==> config.mk <==
export PLATFORM = sky130hd
export DESIGN_NAME = universal_shift_register
export DESIGN_NICKNAME = d
export VERILOG_FILES = /design/src/rtl/shift_reg_pkg.sv /design/src/rtl/shift_step.sv /design/src/rtl/universal_shift_register.sv
export SDC_FILE = /design/constraint.sdc
export NUM_CORES = 1
export LEC_CHECK = 0
export CORE_MARGIN = 1.5
export CORE_UTILIZATION = 46
export DETAILED_ROUTE_END_ITERATION = 8
export PLACE_DENSITY_LB_ADDON = 0.15
export SYNTH_ARGS = -nofsm -noshare
export SYNTH_HDL_FRONTEND = slang
export SYNTH_SLANG_ARGS = --single-unit
export TNS_END_PERCENT = 5
==> constraint.sdc <==
create_clock -name clk -period 2 [get_ports clk]
set_clock_uncertainty 0.15 [all_clocks]
set_input_delay 0.3 -clock clk [delete_from_list [all_inputs] [get_ports clk]]
set_output_delay 0.3 -clock clk [all_outputs]
set_load 0.01 [all_outputs]
==> src/rtl/shift_reg_pkg.sv <==
// Shared types for the universal shift register: operation codes, FSM states
// and a helper that classifies which operations can be repeated by a burst.
package shift_reg_pkg;

  localparam int unsigned MODE_W = 3;

  typedef enum logic [MODE_W-1:0] {
    MODE_HOLD  = 3'd0,
    MODE_SHL   = 3'd1,
    MODE_SHR   = 3'd2,
    MODE_ROL   = 3'd3,
    MODE_ROR   = 3'd4,
    MODE_LOAD  = 3'd5,
    MODE_CLEAR = 3'd6,
    MODE_RSVD  = 3'd7
  } mode_e;

  typedef enum logic {
    IDLE  = 1'b0,
    BURST = 1'b1
  } state_e;

  // Only shifts and rotates have a meaningful repeat; anything else bursts for zero steps.
  function automatic logic is_shift(input mode_e m);
    return m inside {MODE_SHL, MODE_SHR, MODE_ROL, MODE_ROR};
  endfunction

endpackage

==> src/rtl/shift_step.sv <==
// One shift/rotate step of STEP bits; every other mode passes the data through.
module shift_step
  import shift_reg_pkg::*;
#(
  parameter int unsigned WIDTH = 8,
  parameter int unsigned STEP  = 1
) (
  input  logic [WIDTH-1:0] data_i,
  input  mode_e            mode_i,
  input  logic [STEP-1:0]  serial_i,
  output logic [WIDTH-1:0] next_c_o
);

  always_comb begin
    next_c_o = data_i;
    case (mode_i)
      MODE_SHL: next_c_o = {data_i[WIDTH-STEP-1:0], serial_i};
      MODE_SHR: next_c_o = {serial_i, data_i[WIDTH-1:STEP]};
      MODE_ROL: next_c_o = {data_i[WIDTH-STEP-1:0], data_i[WIDTH-1 -: STEP]};
      MODE_ROR: next_c_o = {data_i[STEP-1:0], data_i[WIDTH-1:STEP]};
      default:  next_c_o = data_i;
    endcase
  end

endmodule

==> src/rtl/universal_shift_register.sv <==
// Shift/rotate/load register with single-op and autonomous burst execution;
// busy/done handshake the burst engine.
module universal_shift_register
  import shift_reg_pkg::*;
#(
  parameter int unsigned WIDTH = 8,
  parameter int unsigned STEP  = 1,
  parameter int unsigned CNT_W = $clog2(WIDTH / STEP + 1)
) (
  input  logic              clk,
  input  logic              rst,
  input  logic              en,
  input  logic [MODE_W-1:0] mode,
  input  logic [STEP-1:0]   serial_in,
  input  logic [WIDTH-1:0]  parallel_in,
  input  logic              burst_start,
  input  logic [CNT_W-1:0]  burst_len,
  output logic [WIDTH-1:0]  parallel_out,
  output logic [STEP-1:0]   serial_out_msb,
  output logic [STEP-1:0]   serial_out_lsb,
  output logic              busy,
  output logic              done
);

  localparam int unsigned MAX_STEPS = WIDTH / STEP;

  state_e             state_q, state_d;
  mode_e              mode_q, mode_d;
  logic [CNT_W-1:0]   cnt_q, cnt_d;
  logic [WIDTH-1:0]   reg_q, reg_d;
  logic               busy_q, busy_d;
  logic               done_q, done_d;

  mode_e              mode_in;
  mode_e              step_mode;
  logic [WIDTH-1:0]   step_val;
  logic [CNT_W-1:0]   len_sat;

  assign mode_in   = mode_e'(mode);
  assign step_mode = (state_q == BURST) ? mode_q : mode_in;
  assign len_sat   = (burst_len > CNT_W'(MAX_STEPS)) ? CNT_W'(MAX_STEPS) : burst_len;

  shift_step #(
    .WIDTH (WIDTH),
    .STEP  (STEP)
  ) u_step (
    .data_i   (reg_q),
    .mode_i   (step_mode),
    .serial_i (serial_in),
    .next_c_o (step_val)
  );

  always_ff @(posedge clk or posedge rst) begin
    if (rst) begin
      state_q <= IDLE;
      mode_q  <= MODE_HOLD;
      cnt_q   <= '0;
      reg_q   <= '0;
      busy_q  <= 1'b0;
      done_q  <= 1'b0;
    end else begin
      state_q <= state_d;
      mode_q  <= mode_d;
      cnt_q   <= cnt_d;
      reg_q   <= reg_d;
      busy_q  <= busy_d;
      done_q  <= done_d;
    end
  end

  // Next state: a burst latches its op and length; count 0 or 1 means this is the final cycle.
  always_comb begin
    state_d = state_q;
    mode_d  = mode_q;
    cnt_d   = cnt_q;
    case (state_q)
      IDLE: begin
        if (burst_start) begin
          state_d = BURST;
          mode_d  = mode_in;
          cnt_d   = is_shift(mode_in) ? len_sat : '0;
        end
      end
      BURST: begin
        if (cnt_q <= CNT_W'(1)) begin
          state_d = IDLE;
          cnt_d   = '0;
        end else begin
          cnt_d = cnt_q - CNT_W'(1);
        end
      end
      default: state_d = IDLE;
    endcase
  end

  // Register update and handshake flags.
  always_comb begin
    reg_d  = reg_q;
    busy_d = (state_d == BURST);
    done_d = (state_q == BURST) && (state_d == IDLE);
    case (state_q)
      IDLE: begin
        if (en && !burst_start) begin
          case (mode_in)
            MODE_LOAD:  reg_d = parallel_in;
            MODE_CLEAR: reg_d = '0;
            default:    reg_d = step_val;
          endcase
        end
      end
      BURST: begin
        if (cnt_q != '0) reg_d = step_val;
      end
      default: reg_d = reg_q;
    endcase
  end

  assign parallel_out   = reg_q;
  assign serial_out_msb = reg_q[WIDTH-1 -: STEP];
  assign serial_out_lsb = reg_q[STEP-1:0];
  assign busy           = busy_q;
  assign done           = done_q;

endmodule

==> flow_metrics.env <==
export IMPL_cts_made_buffers=3
export IMPL_min_period_ns=1.913
export IMPL_rsz0062_at_grt="no"
export IMPL_crit_slowest_cell="clkdlybuf4s50_1"
export IMPL_yosys_area_top_type="dfrtp_1"
export IMPL_drc=0
export IMPL_netlist_cell_type_count=38
export IMPL_critical_path_max_fanout=6
export IMPL_synth_top_family_by_area="compound AO/OA/AOI/OAI gates"
export IMPL_critPathKind="reg -> out"
export IMPL_ant_nets=0
export IMPL_utilization_pct=67.40
export IMPL_grt_pass1_wl_um=4478
export IMPL_timing_slew_headroom_pct=53.79
export IMPL_finalHoldViolCount=0
export IMPL_postCtsHoldBufs=0
export IMPL_rr_endpoint="parallel_out[3]"
export IMPL_p_int_mw=1.292
export IMPL_clock_sinks=17
export IMPL_tightest_slew_ns=0.6738
export IMPL_clkPwrFrac_pct=8.3
export IMPL_status="finished, final reports clean"
export IMPL_cts_reportedPaths_clkPinSlew_ns=0.10
export IMPL_area_delta_synth_final_pct=37.96
export IMPL_vias=1031
export IMPL_crit_buf_inv=2
export IMPL_setup_ws_ns=0.08703
export IMPL_grt_max_degree=18
export IMPL_drive_gt1_share_pct=17.93
export IMPL_fin_crit_sh_pct=95.65
export IMPL_use_met1_pct=28.26
export IMPL_cp_end_kind="output pin"
export IMPL_use_met3_pct=3.448
export IMPL_synth_compound_area_share_pct=27.98
export IMPL_cp_top_family="buffers and inverters"
export IMPL_leakage_nw=0.6221
export IMPL_ys_seq_area_share_pct=38.99
export IMPL_die_area_um2=2673
export IMPL_rrSetupSlack_ns=0.13
export IMPL_synthMuxAreaShare_pct=5.161
export IMPL_cts_setup_buffers=0
export IMPL_antenna_cells=0
export IMPL_fp_dieH_um=51.70
export IMPL_dp_hpwl_um=2062
export IMPL_nNetsFinal=168
export IMPL_synth_top_area_share_pct=38.99
export IMPL_crit_required_ns=1.55
export IMPL_r2r_start="busy"
export IMPL_busiest_layer="met2"
export IMPL_setup_viol_count_final=0
export IMPL_switchingPower_mw=0.9165
export IMPL_hp_class="in -> async"
export IMPL_syn_num_nets=128
export IMPL_cts_tree="done"
export IMPL_met2_usage_pct=38.89
export IMPL_io_pins=32
export IMPL_dr_pass1_iters=5
export IMPL_insertion_delay_ns=0.29
export IMPL_powerDensity_nw_per_um2=1467
export IMPL_track_usage_pct=22.19
export IMPL_gp_congestion=0.8183
export IMPL_htreeDepth=1
export IMPL_slowest_delay_ns=0.53
export IMPL_worst_path_stages=2
export IMPL_synth_xor_area_share_pct=1.606
export IMPL_cp_arrival_ns=1.46
export IMPL_cap_violations=0
export IMPL_synth_seq_cells=17
export IMPL_fillers=171
export IMPL_yosys_area_share_simple_pct=17.55
export IMPL_clockRootBuffer="clkbuf_4"
export IMPL_ir_drop_uv=874.1
export IMPL_wl_um=2704
export IMPL_power_frac_comb_pct=60.4
export IMPL_fmax_ghz=0.5227
export IMPL_antenna_found_initial=0
export IMPL_wire_per_inst_um=15.63
export IMPL_dpl_cell_count=169
export IMPL_synth_cells=106
export IMPL_num_rows=17
export IMPL_via_per_inst=5.960
export IMPL_power_frac_seq_pct=31.3
export IMPL_worstSetupStartpointType="flop"
export IMPL_coreArea_um2=2233
export IMPL_drt_iter0_markers=34
export IMPL_finalNonFillerCells=173
export IMPL_synthTopCellsByArea="dfrtp_1, a222oi_1, o2bb2ai_1"
export IMPL_initial_core_util_pct=48.85
export IMPL_path_cells="buf_4 -> clkdlybuf4s50_1"
export IMPL_cts_max_path_buffers=2
export IMPL_grt_pass1_vias=983
export IMPL_slew_viol_final=0
export IMPL_ys_warn_count=0
export IMPL_dp_slack_ns=-0.1600
export IMPL_globalRouteOverflowTotal=0
export IMPL_die_x_um=51.70
export IMPL_switching_share_pct=41.50
export IMPL_ff2ff_path_depth=4
export IMPL_io_buffer_count=31
export IMPL_synth_adder_area_share_pct=2.294
export IMPL_worst_hold_slack_ns=0.1709
export IMPL_synth_area_per_cell_um2=10.29
export IMPL_synth_area_um2=1091
## cells in the final DEF, fill, tap and decap left out, types with 2 or more instances in the layout
| cell type | n |
|---|---|
| nand2_1 | 10 |
| nor2_1 | 2 |
| a222oi_1 | 8 |
| a21oi_1 | 7 |
| inv_1 | 4 |
| nand2b_1 | 3 |
| xnor2_1 | 2 |
| o22ai_1 | 2 |
| nand3_1 | 2 |
| nor2b_1 | 3 |
| o2bb2ai_1 | 8 |
| dfrtp_1 | 16 |
| ha_1 | 2 |
| nor3_1 | 3 |
| buf_4 | 12 |
| mux2i_1 | 3 |
| clkdlybuf4s50_1 | 31 |
| clkbuf_4 | 3 |
| o21ai_0 | 3 |
## cells in the mapped netlist, drive strengths merged
| master | number |
|---|---|
| dfrtp | 17 |
| nand2 | 10 |
| a21oi | 8 |
| a222oi | 8 |
| buf | 8 |
| o2bb2ai | 8 |
| inv | 4 |
| mux2i | 3 |
| nand2b | 3 |
| nand3 | 3 |
| nor2b | 3 |
| nor3 | 3 |
| o21ai | 3 |
| ha | 2 |
| mux2 | 2 |
| nor2 | 2 |
| o22ai | 2 |
| o31ai | 2 |
| xnor2 | 2 |
| a21o | 1 |
| and2 | 1 |
| and4bb | 1 |
| nand3b | 1 |
| nand4b | 1 |
| nor3b | 1 |
| nor4 | 1 |
| o21a | 1 |
| o21bai | 1 |
| o32ai | 1 |
| or2b | 1 |
| or3 | 1 |
| or3b | 1 |
## power by group through the flow
stage               combinational (mW)  sequential, mW  clock, mW
floorplan                        0.851           0.673          0
global placement                  1.29           0.677          0
detailed placement                1.33           0.687          0
CTS                               1.32           0.684      0.189
global route                      1.46           0.717      0.211
finish                            1.33           0.691      0.183
## worst min-delay path: stages
cell and delay (ns):
clkdlybuf4s50_1 0.40, inv_1 0.05, buf_4 0.24
## what timing repair did
item                                    in CTS  in global routing
resized for setup                            1                  1
endpoints found under the setup margin       1                  1
endpoints found under the hold margin        0                  0
gates cloned                                 0                  0
## layout make-up
cell class	count	area (um^2)	area share, %
Inverter	4	15.01	0.9975
Clock inverter	1	5.005	0.3325
Timing Repair Buffer	43	400.4	26.60
Multi-Input combinational cell	77	600.6	39.90
Sequential cell	17	426.7	28.35
Clock buffer	3	22.52	1.496
Tap cell	28	35.03	2.328
## logic make-up (layout without fill, tap and decap cells)
group                      Yosys count  in the layout
AOI/OAI and AO/OA                   35             35
xor gates and xnor gates             2              2
adders and majority gates            2              2
buffers and inverters               12             51
DFF                                 17             17
muxes                                5              5
and+or+nand+nor                     33             33
## metal layers
layer  part of all wire [%]  wire length [um]
met3                    4.0               109
met1                     44              1178
met2                     52              1398
met5                      0                 0
met4                   0.63                17
## through the flow
stage               cell area (um^2)  total power [mW]  setup TNS [ns]
floorplan                       1091             1.525               0
global placement                1471             1.968         -0.1924
detailed placement              1471             2.012          -1.224
CTS                             1500             2.198               0
global route                    1505             2.384               0
finish                          1505             2.208               0
## state kept, by name, indices dropped and copies added (netlist names)
name and count:
cnt_q 4, parallel_out 8, mode_q 3, done 1, busy 1
## how the worst max path moves through the flow
| stage | startpoint | to | slack (ns) |
|---|---|---|---|
| 6_report | busy | busy | 0.09 |
| 5_1_grt | cnt_q[0] | parallel_out[5] | 0.01 |
| 4_1_cts | busy | busy | 0.08 |
| 3_5_place_dp | mode[2] | parallel_out[3] | -0.16 |
| 3_3_place_gp | mode[1] | parallel_out[0] | -0.04 |
| 2_1_floorplan | cnt_q[0] | parallel_out[0] | 0.20 |
Note: power is estimated with default switching activity, not from simulation.
